===== src/rtl/sw_ctrl.sv =====
// sw_ctrl: stopwatch button conditioning and run sequencer.
// Turns raw buttons into tick / clear / freeze enables for the time counters.
module sw_deb #(
  parameter int DEB_CYCLES = 1_000_000
) (
  input  logic clk,
  input  logic clr,
  input  logic btn,
  output logic ev
);
  localparam int CW = (DEB_CYCLES > 1) ? $clog2(DEB_CYCLES) : 1;
  localparam logic [CW-1:0] DMAX = CW'(DEB_CYCLES - 1);

  logic [1:0]    sync;
  logic          deb;
  logic          deb_q;
  logic [CW-1:0] dcnt;

  always_ff @(posedge clk or posedge clr) begin
    if (clr) begin
      sync  <= '0;
      deb   <= 1'b0;
      deb_q <= 1'b0;
      dcnt  <= '0;
      ev    <= 1'b0;
    end else begin
      sync  <= {sync[0], btn};
      deb_q <= deb;
      // event registered one stage after the level so the FSM sees no comb path
      ev    <= deb & ~deb_q;
      if (sync[1] == deb) begin
        dcnt <= '0;
      end else if (dcnt == DMAX) begin
        deb  <= sync[1];
        dcnt <= '0;
      end else begin
        dcnt <= dcnt + 1'b1;
      end
    end
  end
endmodule

module sw_ctrl #(
  parameter int TICK_DIV   = 100_000_000,
  parameter int DEB_CYCLES = 1_000_000
) (
  input  logic       clk,
  input  logic       clr,
  input  logic       start,
  input  logic       pause,
  input  logic       lap,
  output logic       run,
  output logic       tick,
  output logic       cnt_clr,
  output logic       freeze,
  output logic [1:0] state
);
  localparam int DW = $clog2(TICK_DIV);
  localparam logic [DW-1:0] DIV_MAX = DW'(TICK_DIV - 1);

  typedef enum logic [1:0] {
    IDLE   = 2'b00,
    RUN    = 2'b01,
    PAUSED = 2'b10,
    LAP    = 2'b11
  } state_t;

  state_t        st;
  logic [DW-1:0] div;
  logic          ev_start;
  logic          ev_pause;
  logic          ev_lap;
  logic          active;

  sw_deb #(.DEB_CYCLES(DEB_CYCLES)) u_deb_start (
    .clk(clk), .clr(clr), .btn(start), .ev(ev_start)
  );
  sw_deb #(.DEB_CYCLES(DEB_CYCLES)) u_deb_pause (
    .clk(clk), .clr(clr), .btn(pause), .ev(ev_pause)
  );
  sw_deb #(.DEB_CYCLES(DEB_CYCLES)) u_deb_lap (
    .clk(clk), .clr(clr), .btn(lap), .ev(ev_lap)
  );

  assign active = (st == RUN) || (st == LAP);

  always_ff @(posedge clk or posedge clr) begin
    if (clr) begin
      st      <= IDLE;
      div     <= '0;
      cnt_clr <= 1'b0;
    end else begin
      cnt_clr <= 1'b0;
      if (active)
        div <= (div == DIV_MAX) ? '0 : div + 1'b1;
      unique case (st)
        IDLE: begin
          if (ev_start) begin
            st  <= RUN;
            div <= '0;
          end
        end
        RUN: begin
          if (ev_pause)    st <= PAUSED;
          else if (ev_lap) st <= LAP;
        end
        LAP: begin
          if (ev_pause)    st <= PAUSED;
          else if (ev_lap) st <= RUN;
        end
        PAUSED: begin
          // resume keeps div so no fraction of a tick is lost
          if (ev_start) begin
            st <= RUN;
          end else if (ev_lap) begin
            st      <= IDLE;
            div     <= '0;
            cnt_clr <= 1'b1;
          end
        end
      endcase
    end
  end

  assign run    = active;
  assign freeze = (st == LAP);
  assign tick   = active && (div == DIV_MAX);
  assign state  = st;
endmodule


===== config.mk =====
export PLATFORM = sky130hd
export DESIGN_NAME = sw_ctrl
export DESIGN_NICKNAME = d
export VERILOG_FILES = /design/src/rtl/sw_ctrl.sv
export SDC_FILE = /design/constraint.sdc
export NUM_CORES = 1
export LEC_CHECK = 0
export CORE_ASPECT_RATIO = 0.5
export CORE_UTILIZATION = 65
export DETAILED_ROUTE_END_ITERATION = 16
export PLACE_DENSITY = 0.83
export SLEW_MARGIN = 20
export SYNTH_ARGS = -nofsm -noshare
export SYNTH_HDL_FRONTEND = slang
export SYNTH_SLANG_ARGS = --single-unit

===== constraint.sdc =====
create_clock -name clk -period 5.4 [get_ports clk]
set_input_delay 1.08 -clock clk [delete_from_list [all_inputs] [get_ports clk]]
set_output_delay 1.08 -clock clk [all_outputs]
set_load 0.005 [all_outputs]

# [Word-level counts from Yosys, hierarchy flattened]
# Index checks and enable logic that the tools add are counted.
[totals] wordCells=75 output_inout_bits=6 regBits=105 inputBits=5
[op_classes] bitwise=9 n_reduce_logical=7 n_mux=23 eq_ne=14 addsub=4
[ops] cell="$mux 27" count=5
[ops] cell="$mux 20" count=6
[ops] cell="$add 20x1->20 const B" count=3
[ops] cell="$eq 20x20->1 const B" count=3
[ops] cell="$pmux 27 s2" count=1
[ops] cell="$add 27x1->27 const B" count=1
[ops] cell="$eq 27x27->1 const B" count=1
[ops] cell="$mux 2" count=7
[ops] cell="$ne 3x1->1 const B" count=3
[ops] cell="$pmux 2 s4" count=1
[ops] cell="$not 1->1" count=6
[ops] cell="$reduce_and 2->1" count=3
[ops] cell="$eq 2x2->1 const B" count=2
[ops] cell="$reduce_and 4->1" count=1
[ops] cell="$and 1x1->1" count=3
[ops] cell="$eq 1x1->1" count=3
[ops] cell="$mux 1" count=3
[ops] cell="$eq 2x1->1 const B" count=1
[ops] cell="$logic_not 2->1" count=1
[ops] cell="$ne 2x1->1 const B" count=1
[ops] cell="$logic_and 1x1->1" count=1
[ops] cell="$logic_or 1x1->1" count=1

# [Longest topological paths before layout]
# Gate-level depths: netlist of the first run.
[depth] word_depth=6 ltp_mapped=6 mapped_depth_nobuf=5

# [By module]
# From an unflattened synthesis of the first run, not the netlist that was laid out.
[unflattened] cells_unflattened=510 hier_area_um2=5302.6
[modules_own_cells] mod="sw_deb" area_each_um2=1206.2 cells_per_inst=111 n_inst=3 seq_area_each_um2=625.6
[modules_own_cells] mod="sw_ctrl" area_each_um2=1684.1 cells_per_inst=177 n_inst=1 seq_area_each_um2=750.7

# [Worst setup path before layout of the first run]
# No wires, ideal clock.
[synth_path] path_type="register to output" from="register div[9]" to="output tick" path_buffers=0 required_ns=4.320 arrival_time_ns=1.023 path_stages_with_launch=4 path_slack_ns=3.297 cell_sequence="dfrtp_1 -> nor4_1 -> nand4_1 -> nor2_1"
[synth_via] elab_chain_len=2
[synth_rtl] item="start: declaration" line="69" text="logic [DW-1:0] div;"
[synth_rtl] item="start signal: assignment" line="95" text="div <= (div == DIV_MAX) ? '0 : div + 1'b1;"
[synth_rtl] item="$eq 27x27->1" line="127" text="assign tick = active && (div == DIV_MAX);"
[synth_rtl] item="$logic_and 1x1->1" line="127"
[synth_rtl] item="end: declaration" line="53" text="output logic tick,"
# No other way between the ends.

# [Worst setup path after layout of the first run]
[layout_path] from="register div[3]" to="output tick"
# The elaborated chain is that of the path after synthesis.

==> reports/metrics.cfg, run 1 <==
[grt]
grt-ovfl-total=0
grt_pass1_vias=3784
grt_pass1_wl_um=17000
grt_max_degree=69
grt.total_usage_pct=26.6
antenna_found_initial=0

[critical_path]
cp-start-kind=flip-flop
critical_path_arrival_ns=2.08
crit_fanout=11
worstPathRequired_ns=4.32
end_kind=primary output
path_class=flip-flop to primary output

[cells_and_area]
drive_gt1_share_pct=7.18
instances_no_fill=625
n_antenna_cell=0
fin_util_pct=75.3
nets=533
area_delta_synth_final_pct=10.2

[logic_synthesis]
synth.most_common_cell=dfrtp_1
synthXorXnorAreaFrac_pct=8.80
synth_common_cells=105 x dfrtp_1, 65 x nor2_1, 34 x nand3_1, 34 x xnor2_1, 31 x a21oi_1
yosysTopAreaCell=dfrtp_1
yosys_warnings=0
synth_area_um2=5080
synth.distinct_cells=41
synth_fa_ha_area_share_pct=0.985
muxShareOfSynthArea_pct=0.862
synth_top_flop_cell=dfrtp_1
synth-simple-area-share_pct=26.3
synth_top_family_by_area=simple AND/OR/NAND/NOR gates
yosysSeqAreaShare_pct=51.7
synth.area.top_cells=dfrtp_1 52%, xnor2_1 5.9%, nor2_1 4.8%
async_flop_share_pct=100
synth-seq-cells=105
synth_compound_area_share_pct=8.52
synth_edf_count=0
synth.avg_cell_area_um2=9.86
synth_top_area_share_pct=51.7
syn_inst=515
synth_nets=524

[sta]
slew_violations=0
hold_viol=0
max_freq_ghz=0.316
worst_slew_pin_slew_ns=1.04
rsz0062_at_grt=false
relSlewSlack_pct=30.5
fin_crit_sh_pct=58.6
fin_setup_tns_ns=0
period_minus_slack_ns=3.16
finalWorstSetupSlack_ns=2.24
finalSetupViolations=0
fin_skew_ns=0.00747
fin_hold_ws_ns=0.351

[clocking]
cts_resized=0
post_cts_buffers=0
cts.sinks=105
h-tree-depth=3
clk_latency_ns=0.34
cts_buffers=9
clock-root-buffer=clkbuf_16
cts_hold_buf=0
clkTransAtPathRegs_ns=0.07
tritoncts=built
cts_buffer_depth=2

[routing]
drt-initial-drc-count=288
first_pass_iters=5
dr_total_vias=3833
vias_per_cell=6.13
wl_per_cell_um=15.3
wl_um=9570
antenna_left=0
drc_errors=0

[floorplanning]
io_pins=11
initial_utilization_pct=68.3
core_area_um2=7430
dieWidth_um=127
die_h_um=64.5
rows=22
die_area_um2=8190

[placed_design]
port_buffers=10
dp_cells=609
gp_congestion=0.830
place_ws_ns=2.66
dp_hpwl_um=6340

[outcome]
outcome=finished, final reports clean

[worst_hold_path]
hold_class=flip-flop to flip-flop

[pwr]
p_leak_uw=0.00226
ir_drop_mv=0.194
p_per_area_nw_per_um2=273

[job]
maxCapViolations=0

[through the flow]
stage	power (µW)	area [µm²]
2_1_floorplan	842	5080
3_5_place_dp	856	5270
4_1_cts	1540	5590
3_3_place_gp	854	5270
6_report	1520	5590
5_1_grt	1580	5590
[worst paths after layout]
path,from,end,slack [ns],depth (start not counted)
max in group asynchronous,clr,u_deb_pause.ev,3.16,3
setup reg to reg,u_deb_pause.dcnt[0],u_deb_pause.dcnt[11],3.04,6
hold reg to reg,u_deb_pause.sync[0],u_deb_pause.sync[1],0.35,0
setup / recovery,div[3],tick,2.24,4
hold / removal,u_deb_pause.sync[0],u_deb_pause.sync[1],0.35,0
min in group asynchronous,clr,div[1],1.26,2
[per-layer routing]
metal | global-route usage, % | part of all wire, % | up-vias
met2 | 44.4 | 49 | 61
met3 | 6.11 | 3.1 | 10
li1 | - | - | 1871
met5 | 0 | 0 | -
met1 | 34.9 | 47 | 1891
met4 | 8.78 | 0.92 | 0
[final cells by class]
type / count / area [µm²]
inverters: 19 / 73.8
clock buffers: 11 / 253
flip-flops and latches: 105 / 2630
well taps: 96 / 120
clock inverters: 5 / 68.8
fillers: 515 / 1840
repair buffers: 14 / 130
multi-input cells: 375 / 2320
[where the power goes]
group / internal, µW / leakage, µW / switching, µW
registers: 794 / 0.00145 / 7.09
clock network: 392 / 0.000156 / 293
logic: 10.9 / 0.000662 / 27.9
total: 1200 / 0.00226 / 328
[worst max-delay path: stages (launching register included)]
cell and delay, ns:
dfrtp_1 0.44, and4_1 0.47, nand4_1 0.17, nor2_1 0.14
clkdlybuf4s50_1 0.51
[cell usage in the layout (no fill, tap or decap), drive strengths merged]
cell           synthesis  layout
clkdlybuf4s50          0      10
nand4b                 2       2
mux2i                  1       1
dfrtp                105     105
mux2                   3       3
nand3b                 3       3
xor2                  17      17
or4b                   3       3
nor4bb                 1       1
nor4b                  3       3
ha                     4       4
o21a                   1       1
nand3                 36      36
bufinv                 0       1
nand2b                 1       1
o31ai                 15      15
a21oi                 32      32
nand2                 23      23
nor2b                  5       5
or3                   16      16
clkinv                 0       1
and3                  13      13
buf                    7       4
clkbuf                 9      11
and4                   6       6
clkinvlp               0       1
nand4                 22      22
o21bai                 1       1
xnor2                 34      34
o41ai                  2       2
or4                   17      17
nor4                  12      12
o21ai                 19      19
inv                   19      21
nor2                  65      65
o21ba                  1       1
nor3                  13      13
and2                   4       4
[flip-flops by register name, summed over array words and instances (netlist names)]
name and cells:
cnt_clr 1, div 27, state 2, u_deb_lap.dcnt 20
u_deb_lap.deb 1, u_deb_lap.deb_q 1, u_deb_lap.ev 1, u_deb_lap.sync 2
u_deb_pause.dcnt 20, u_deb_pause.deb 1, u_deb_pause.deb_q 1, u_deb_pause.ev 1
u_deb_pause.sync 2, u_deb_start.dcnt 20, u_deb_start.deb 1, u_deb_start.deb_q 1
u_deb_start.ev 1, u_deb_start.sync 2
[logic make-up (layout without fill, tap and decap cells)]
| group | after synthesis | in the layout |
|---|---|---|
| XOR/XNOR | 51 | 51 |
| buffers and inverters | 35 | 49 |
| AO/OA/AOI/OAI | 71 | 71 |
| AND/OR/NAND/NOR | 245 | 245 |
| flip-flops | 105 | 105 |
| multiplexers | 4 | 4 |
| adder cells (fa/ha/maj) | 4 | 4 |
No activity file was read; power rests on OpenSTA's default activity.
==> inputs of run 2 (changes only) <==
- CORE_UTILIZATION: 65 -> 62
- PLACE_DENSITY: 0.83 -> 0.8
- clock period: 5.4 -> 2.95 ns (I/O delays scaled with it)
==> reports/metrics.cfg, run 2 (synthesized netlist as in run 1, its figures left out) <==
[cells_and_area]
largest_register_ffs=27  ; unchanged
drive_gt1_share_pct=7.87  ; was 7.18%
final_area_um2=5660  ; was 5590 µm²
layout_common_cells=105 x dfrtp_1, 65 x nor2_1, 34 x nand3_1, 34 x xnor2_1, 31 x a21oi_1  ; unchanged
nets=538  ; was 533
instances_no_fill=642  ; was 625
nFillCells=557  ; was 515
layout_commonest_cell=dfrtp_1  ; unchanged
regMostFlops=div  ; unchanged
area_delta_synth_final_pct=11.4  ; was 10.2%
n_antenna_cell=0  ; unchanged

[routing]
antenna_left=0  ; unchanged
first_pass_iters=4  ; was 5
drt-initial-drc-count=320  ; was 288
drc_errors=0  ; unchanged
wl_per_cell_um=15.1  ; was 15.3 µm
vias_per_cell=5.96  ; was 6.13
wl_um=9700  ; was 9570 µm
dr_total_vias=3829  ; was 3,833

[worst_hold_path]
holdCritStartpoint=u_deb_lap.sync[0]  ; was u_deb_pause.sync[0]
min_to=u_deb_lap.sync[1]  ; was u_deb_pause.sync[1]
hold_class=flip-flop to flip-flop  ; unchanged
whs_path_depth=0  ; unchanged

[placed_design]
gp_congestion=0.826  ; was 0.830
dp_cells=626  ; was 609
dpl_cell_area_um2=5340  ; was 5270 µm²
port_buffers=10  ; unchanged
dp_hpwl_um=6590  ; was 6340 µm

[critical_path]
timing.rr.end=u_deb_lap.dcnt[16]  ; was u_deb_pause.dcnt[11]
crit_fanout=11  ; unchanged
path_class=flip-flop to primary output  ; unchanged
end_kind=primary output  ; unchanged
crit_chain=and4_1 -> nand4_1 -> nor2_1 -> clkdlybuf4s50_1  ; unchanged
path_buf_inv=1  ; unchanged
worstPathRequired_ns=2.36  ; was 4.32 ns
r2r_cells=5  ; was 6
critPathMaxStageDelay_ns=0.51  ; about the same
critPathTopFamily=simple AND/OR/NAND/NOR gates  ; unchanged
worstReg2RegStart=u_deb_lap.dcnt[0]  ; was u_deb_pause.dcnt[0]
cpMaxStageDelayCell=clkdlybuf4s50_1  ; unchanged
r2r_setup_slack_ns=0.80  ; was 3.04 ns
cp-start-kind=flip-flop  ; unchanged
critical_path_arrival_ns=2.02  ; was 2.08 ns

[grt]
grt-ovfl-total=0  ; unchanged
grt_max_degree=65  ; was 69
grt.total_usage_pct=26.5  ; was 26.6%
grt_pass1_vias=3817  ; was 3,784
grt_pass1_wl_um=17500  ; was 17,000 µm
antenna_found_initial=0  ; unchanged

[floorplanning]
initial_utilization_pct=66.6  ; was 68.3%
die_h_um=66.0  ; was 64.5 µm
core_area_um2=7620  ; was 7430 µm²
die_area_um2=8580  ; was 8190 µm²
dieWidth_um=130  ; was 127 µm
io_pins=11  ; unchanged
rows=22  ; unchanged

[clocking]
cts_resized=0  ; unchanged
clk_latency_ns=0.34  ; about the same
tritoncts=built  ; unchanged
cts_buffers=9  ; unchanged
post_cts_buffers=0  ; unchanged
cts_buffer_depth=2  ; unchanged
cts.sinks=105  ; unchanged
h-tree-depth=3  ; unchanged
clock-root-buffer=clkbuf_16  ; unchanged
clkTransAtPathRegs_ns=0.07  ; about the same
cts_hold_buf=0  ; unchanged

[sta]
fin_skew_ns=0.00600  ; was 0.00747 ns
max_freq_ghz=0.383
fin_crit_sh_pct=88.4
worst_slew_pin_slew_ns=0.670  ; was 1.04 ns
relSlewSlack_pct=54.9  ; was 30.5%
period_minus_slack_ns=2.61
finalSetupViolations=0  ; unchanged
rsz0062_at_grt=false  ; unchanged
fin_setup_tns_ns=0  ; unchanged
hold_viol=0  ; unchanged
slew_violations=0  ; unchanged

[outcome]
outcome=finished, final reports clean  ; unchanged

[pwr]
p_per_area_nw_per_um2=497  ; was 273 nW/µm²
ir_drop_mv=0.395  ; was 0.194 mV
p_leak_uw=0.00229  ; was 0.00226 µW
power_uw=2810  ; was 1520 µW

[job]
maxCapViolations=0  ; unchanged

==> run 2: cell count changes in the layout (fill, tap and decap cells not counted) <==
cell and delta:
buf_4 +4, clkbuf_8 -2, inv_8 -2, buf_12 +1, bufinv_16 +1, clkbuf_1 +1, clkinv_2 +1, clkinv_4 +1
inv_4 -1, inv_6 +1
==> run 2: layout make-up <==
class | instances | area, µm² | area share, %
Sequential cell | 105 | 2630 | 46.4
Clock inverter | 6 | 91.3 | 1.61
Multi-Input combinational cell | 375 | 2320 | 41.0
Tap cell | 108 | 135 | 2.39
Timing Repair Buffer | 19 | 180 | 3.18
Clock buffer | 10 | 229 | 4.05
Inverter | 19 | 75.1 | 1.33
==> run 2: how the worst max path moves through the flow <==
stage | startpoint | endpoint | depth (start not counted)
global route | div[3] | tick | 4
finish | div[4] | tick | 4
detailed placement | div[3] | tick | 4
CTS | div[3] | tick | 4
floorplan | u_deb_lap.dcnt[0] | u_deb_lap.dcnt[18] | 6
global placement | div[3] | tick | 4
==> run 2: routing by layer <==
layer	vias up	routed length [µm]	global-route usage [%]
met5	-	0	0
met4	0	74	7.56
met3	10	371	6.80
met2	60	4740	45.2
met1	1878	4520	33.7
li1	1881	-	-
==> run 2: power by group <==
group / leakage [µW] / internal, µW / switching (µW)
combinational: 0.000687 / 25.0 / 52.3
sequential: 0.00145 / 1450 / 13.3
clock: 0.000157 / 748 / 518
==> run 2: per-stage QoR <==
step | utilization [%] | hold slack (ns) | worst slack [ns]
2_1_floorplan | - | 0.331 | 0.962
3_3_place_gp | 70.0 | 0.333 | 0.747
3_5_place_dp | 70.0 | 0.337 | 0.725
4_1_cts | 74.2 | 0.353 | 0.357
5_1_grt | 74.2 | 0.354 | 0.185
6_report | 74.2 | 0.351 | 0.342
==> inputs of run 3 (changes only) <==
- CORE_UTILIZATION: 62 -> 65
- PLACE_DENSITY: 0.8 -> 0.83
- clock period: 2.95 -> 3.3 ns (I/O delays scaled with it)
==> reports/metrics.cfg, run 3 (synthesized netlist as in run 1, its figures left out) <==
[outcome]
outcome=finished, final reports clean  ; unchanged

[floorplanning]
die_area_um2=8190  ; was 8580 µm²
die_h_um=64.5  ; was 66.0 µm
rows=22  ; unchanged
core_area_um2=7430  ; was 7620 µm²
io_pins=11  ; unchanged
initial_utilization_pct=68.3  ; was 66.6%
dieWidth_um=127  ; was 130 µm

[sta]
fin_skew_ns=0.00748  ; was 0.00600 ns
max_freq_ghz=0.376
worst_slew_pin_slew_ns=0.787  ; was 0.670 ns
hold_viol=0  ; unchanged
finalSetupViolations=0  ; unchanged
period_minus_slack_ns=2.66
fin_hold_ws_ns=0.362  ; was 0.351 ns
fin_setup_tns_ns=0  ; unchanged
fin_crit_sh_pct=80.6
finalWorstSetupSlack_ns=0.641  ; was 0.342 ns
slew_violations=0  ; unchanged
rsz0062_at_grt=false  ; unchanged
relSlewSlack_pct=47.5  ; was 54.9%

[critical_path]
crit_fanout=11  ; unchanged
critical_path_arrival_ns=2.00  ; was 2.02 ns
timing.rr.end=u_deb_lap.dcnt[18]  ; was u_deb_lap.dcnt[16]
end_kind=primary output  ; unchanged
r2r_setup_slack_ns=1.12  ; was 0.80 ns
path_class=flip-flop to primary output  ; unchanged
r2r_cells=5  ; unchanged
cp-start-kind=flip-flop  ; unchanged
worstReg2RegStart=u_deb_lap.dcnt[0]  ; unchanged
worstPathRequired_ns=2.64  ; was 2.36 ns

[clocking]
cts_buffer_depth=2  ; unchanged
cts_buffers=9  ; unchanged
cts.sinks=105  ; unchanged
post_cts_buffers=0  ; unchanged
clock-root-buffer=clkbuf_16  ; unchanged
tritoncts=built  ; unchanged
clkTransAtPathRegs_ns=0.07  ; about the same
h-tree-depth=3  ; unchanged
cts_resized=0  ; unchanged
cts_hold_buf=0  ; unchanged
clk_latency_ns=0.35  ; was 0.34 ns

[placed_design]
gp_congestion=0.842  ; was 0.826
port_buffers=10  ; unchanged
dp_hpwl_um=6470  ; was 6590 µm
place_ws_ns=1.02  ; was 0.725 ns
dp_cells=612  ; was 626

[routing]
antenna_left=0  ; unchanged
dr_total_vias=3874  ; was 3,829
wl_per_cell_um=15.4  ; was 15.1 µm
drc_errors=0  ; unchanged
vias_per_cell=6.17  ; was 5.96
drt-initial-drc-count=299  ; was 320
first_pass_iters=5  ; was 4
wl_um=9660  ; was 9700 µm

[pwr]
p_comb_share_pct=2.9  ; was 2.7%
clkPwrFrac_pct=42.5  ; was 45.1%
cell_internal_pwr_uw=1860  ; was 2230 µW
seq_power_share_pct=54.6  ; was 52.2%
ir_drop_mv=0.339  ; was 0.395 mV
switchingPower_uw=537  ; was 584 µW
swShare_pct=22.4  ; was 20.8%
p_per_area_nw_per_um2=428  ; was 497 nW/µm²
p_leak_uw=0.00226  ; was 0.00229 µW

[cells_and_area]
layout_common_cells=105 x dfrtp_1, 65 x nor2_1, 34 x nand3_1, 34 x xnor2_1, 31 x a21oi_1  ; unchanged
layout_commonest_cell=dfrtp_1  ; unchanged
n_antenna_cell=0  ; unchanged
nFillCells=499  ; was 557
nets=536  ; was 538
instances_no_fill=628  ; was 642
area_delta_synth_final_pct=10.3  ; was 11.4%
drive_gt1_share_pct=7.33  ; was 7.87%
largest_register_ffs=27  ; unchanged
regMostFlops=div  ; unchanged

[grt]
grt_pass1_wl_um=17200  ; was 17,500 µm
grt_pass1_vias=3811  ; was 3,817
grt-ovfl-total=0  ; unchanged
antenna_found_initial=0  ; unchanged
grt.total_usage_pct=26.9  ; was 26.5%
grt_max_degree=38  ; was 65

[worst_hold_path]
holdCritStartpoint=u_deb_start.sync[0]  ; was u_deb_lap.sync[0]
min_to=u_deb_start.sync[1]  ; was u_deb_lap.sync[1]
whs_path_depth=0  ; unchanged
hold_class=flip-flop to flip-flop  ; unchanged

[job]
maxCapViolations=0  ; unchanged

[run 3: worst max path at each step]
stage / start / end / slack (ns) / cells past startpoint
floorplan: u_deb_lap.dcnt[0] / u_deb_lap.dcnt[18] / 1.31 / 6
global route: div[9] / tick / 0.50 / 4
global placement: div[3] / tick / 1.03 / 4
finish: div[3] / tick / 0.64 / 4
CTS: div[3] / tick / 0.64 / 4
detailed placement: div[3] / tick / 1.02 / 4
[run 3: through the flow]
stage | total power (µW) | utilization [%] | instance area, µm²
floorplan | 1380 | - | 5080
CTS | 2430 | 75.4 | 5600
finish | 2400 | 75.4 | 5600
global route | 2490 | 75.4 | 5600
detailed placement | 1410 | 71.6 | 5320
global placement | 1400 | 71.6 | 5320
[run 3: critical path, cell delays in order, from the launching register on]
cell and delay, ns:
dfrtp_1 0.43, and4_1 0.42, nand4_1 0.16, nor2_1 0.12
clkdlybuf4s50_1 0.51
[run 3: layout make-up]
| cell class | count | area [µm²] | area share [%] |
|---|---|---|---|
| inverter | 19 | 75.1 | 1.34 |
| timing repair buffer | 17 | 178 | 3.17 |
| multi-input combinational | 375 | 2320 | 41.4 |
| tap | 96 | 120 | 2.14 |
| clock buffer | 12 | 246 | 4.40 |
| clock inverter | 4 | 36.3 | 0.647 |
| sequential | 105 | 2630 | 46.9 |
[run 3: metal layers]
layer	share of wire, %	up-vias	global-route usage, %
li1	-	1876	-
met1	46	1907	34.5
met2	48	78	45.3
met3	4.2	13	7.02
met4	1.3	0	8.93
met5	0	-	0
[run 3: power groups by stage]
stage	logic [µW]	registers [µW]	clock network [µW]
2_1_floorplan	45.7	1330	0
3_3_place_gp	69.2	1330	0
3_5_place_dp	70.8	1340	0
4_1_cts	71.3	1310	1050
5_1_grt	79.6	1310	1090
6_report	68.6	1310	1020
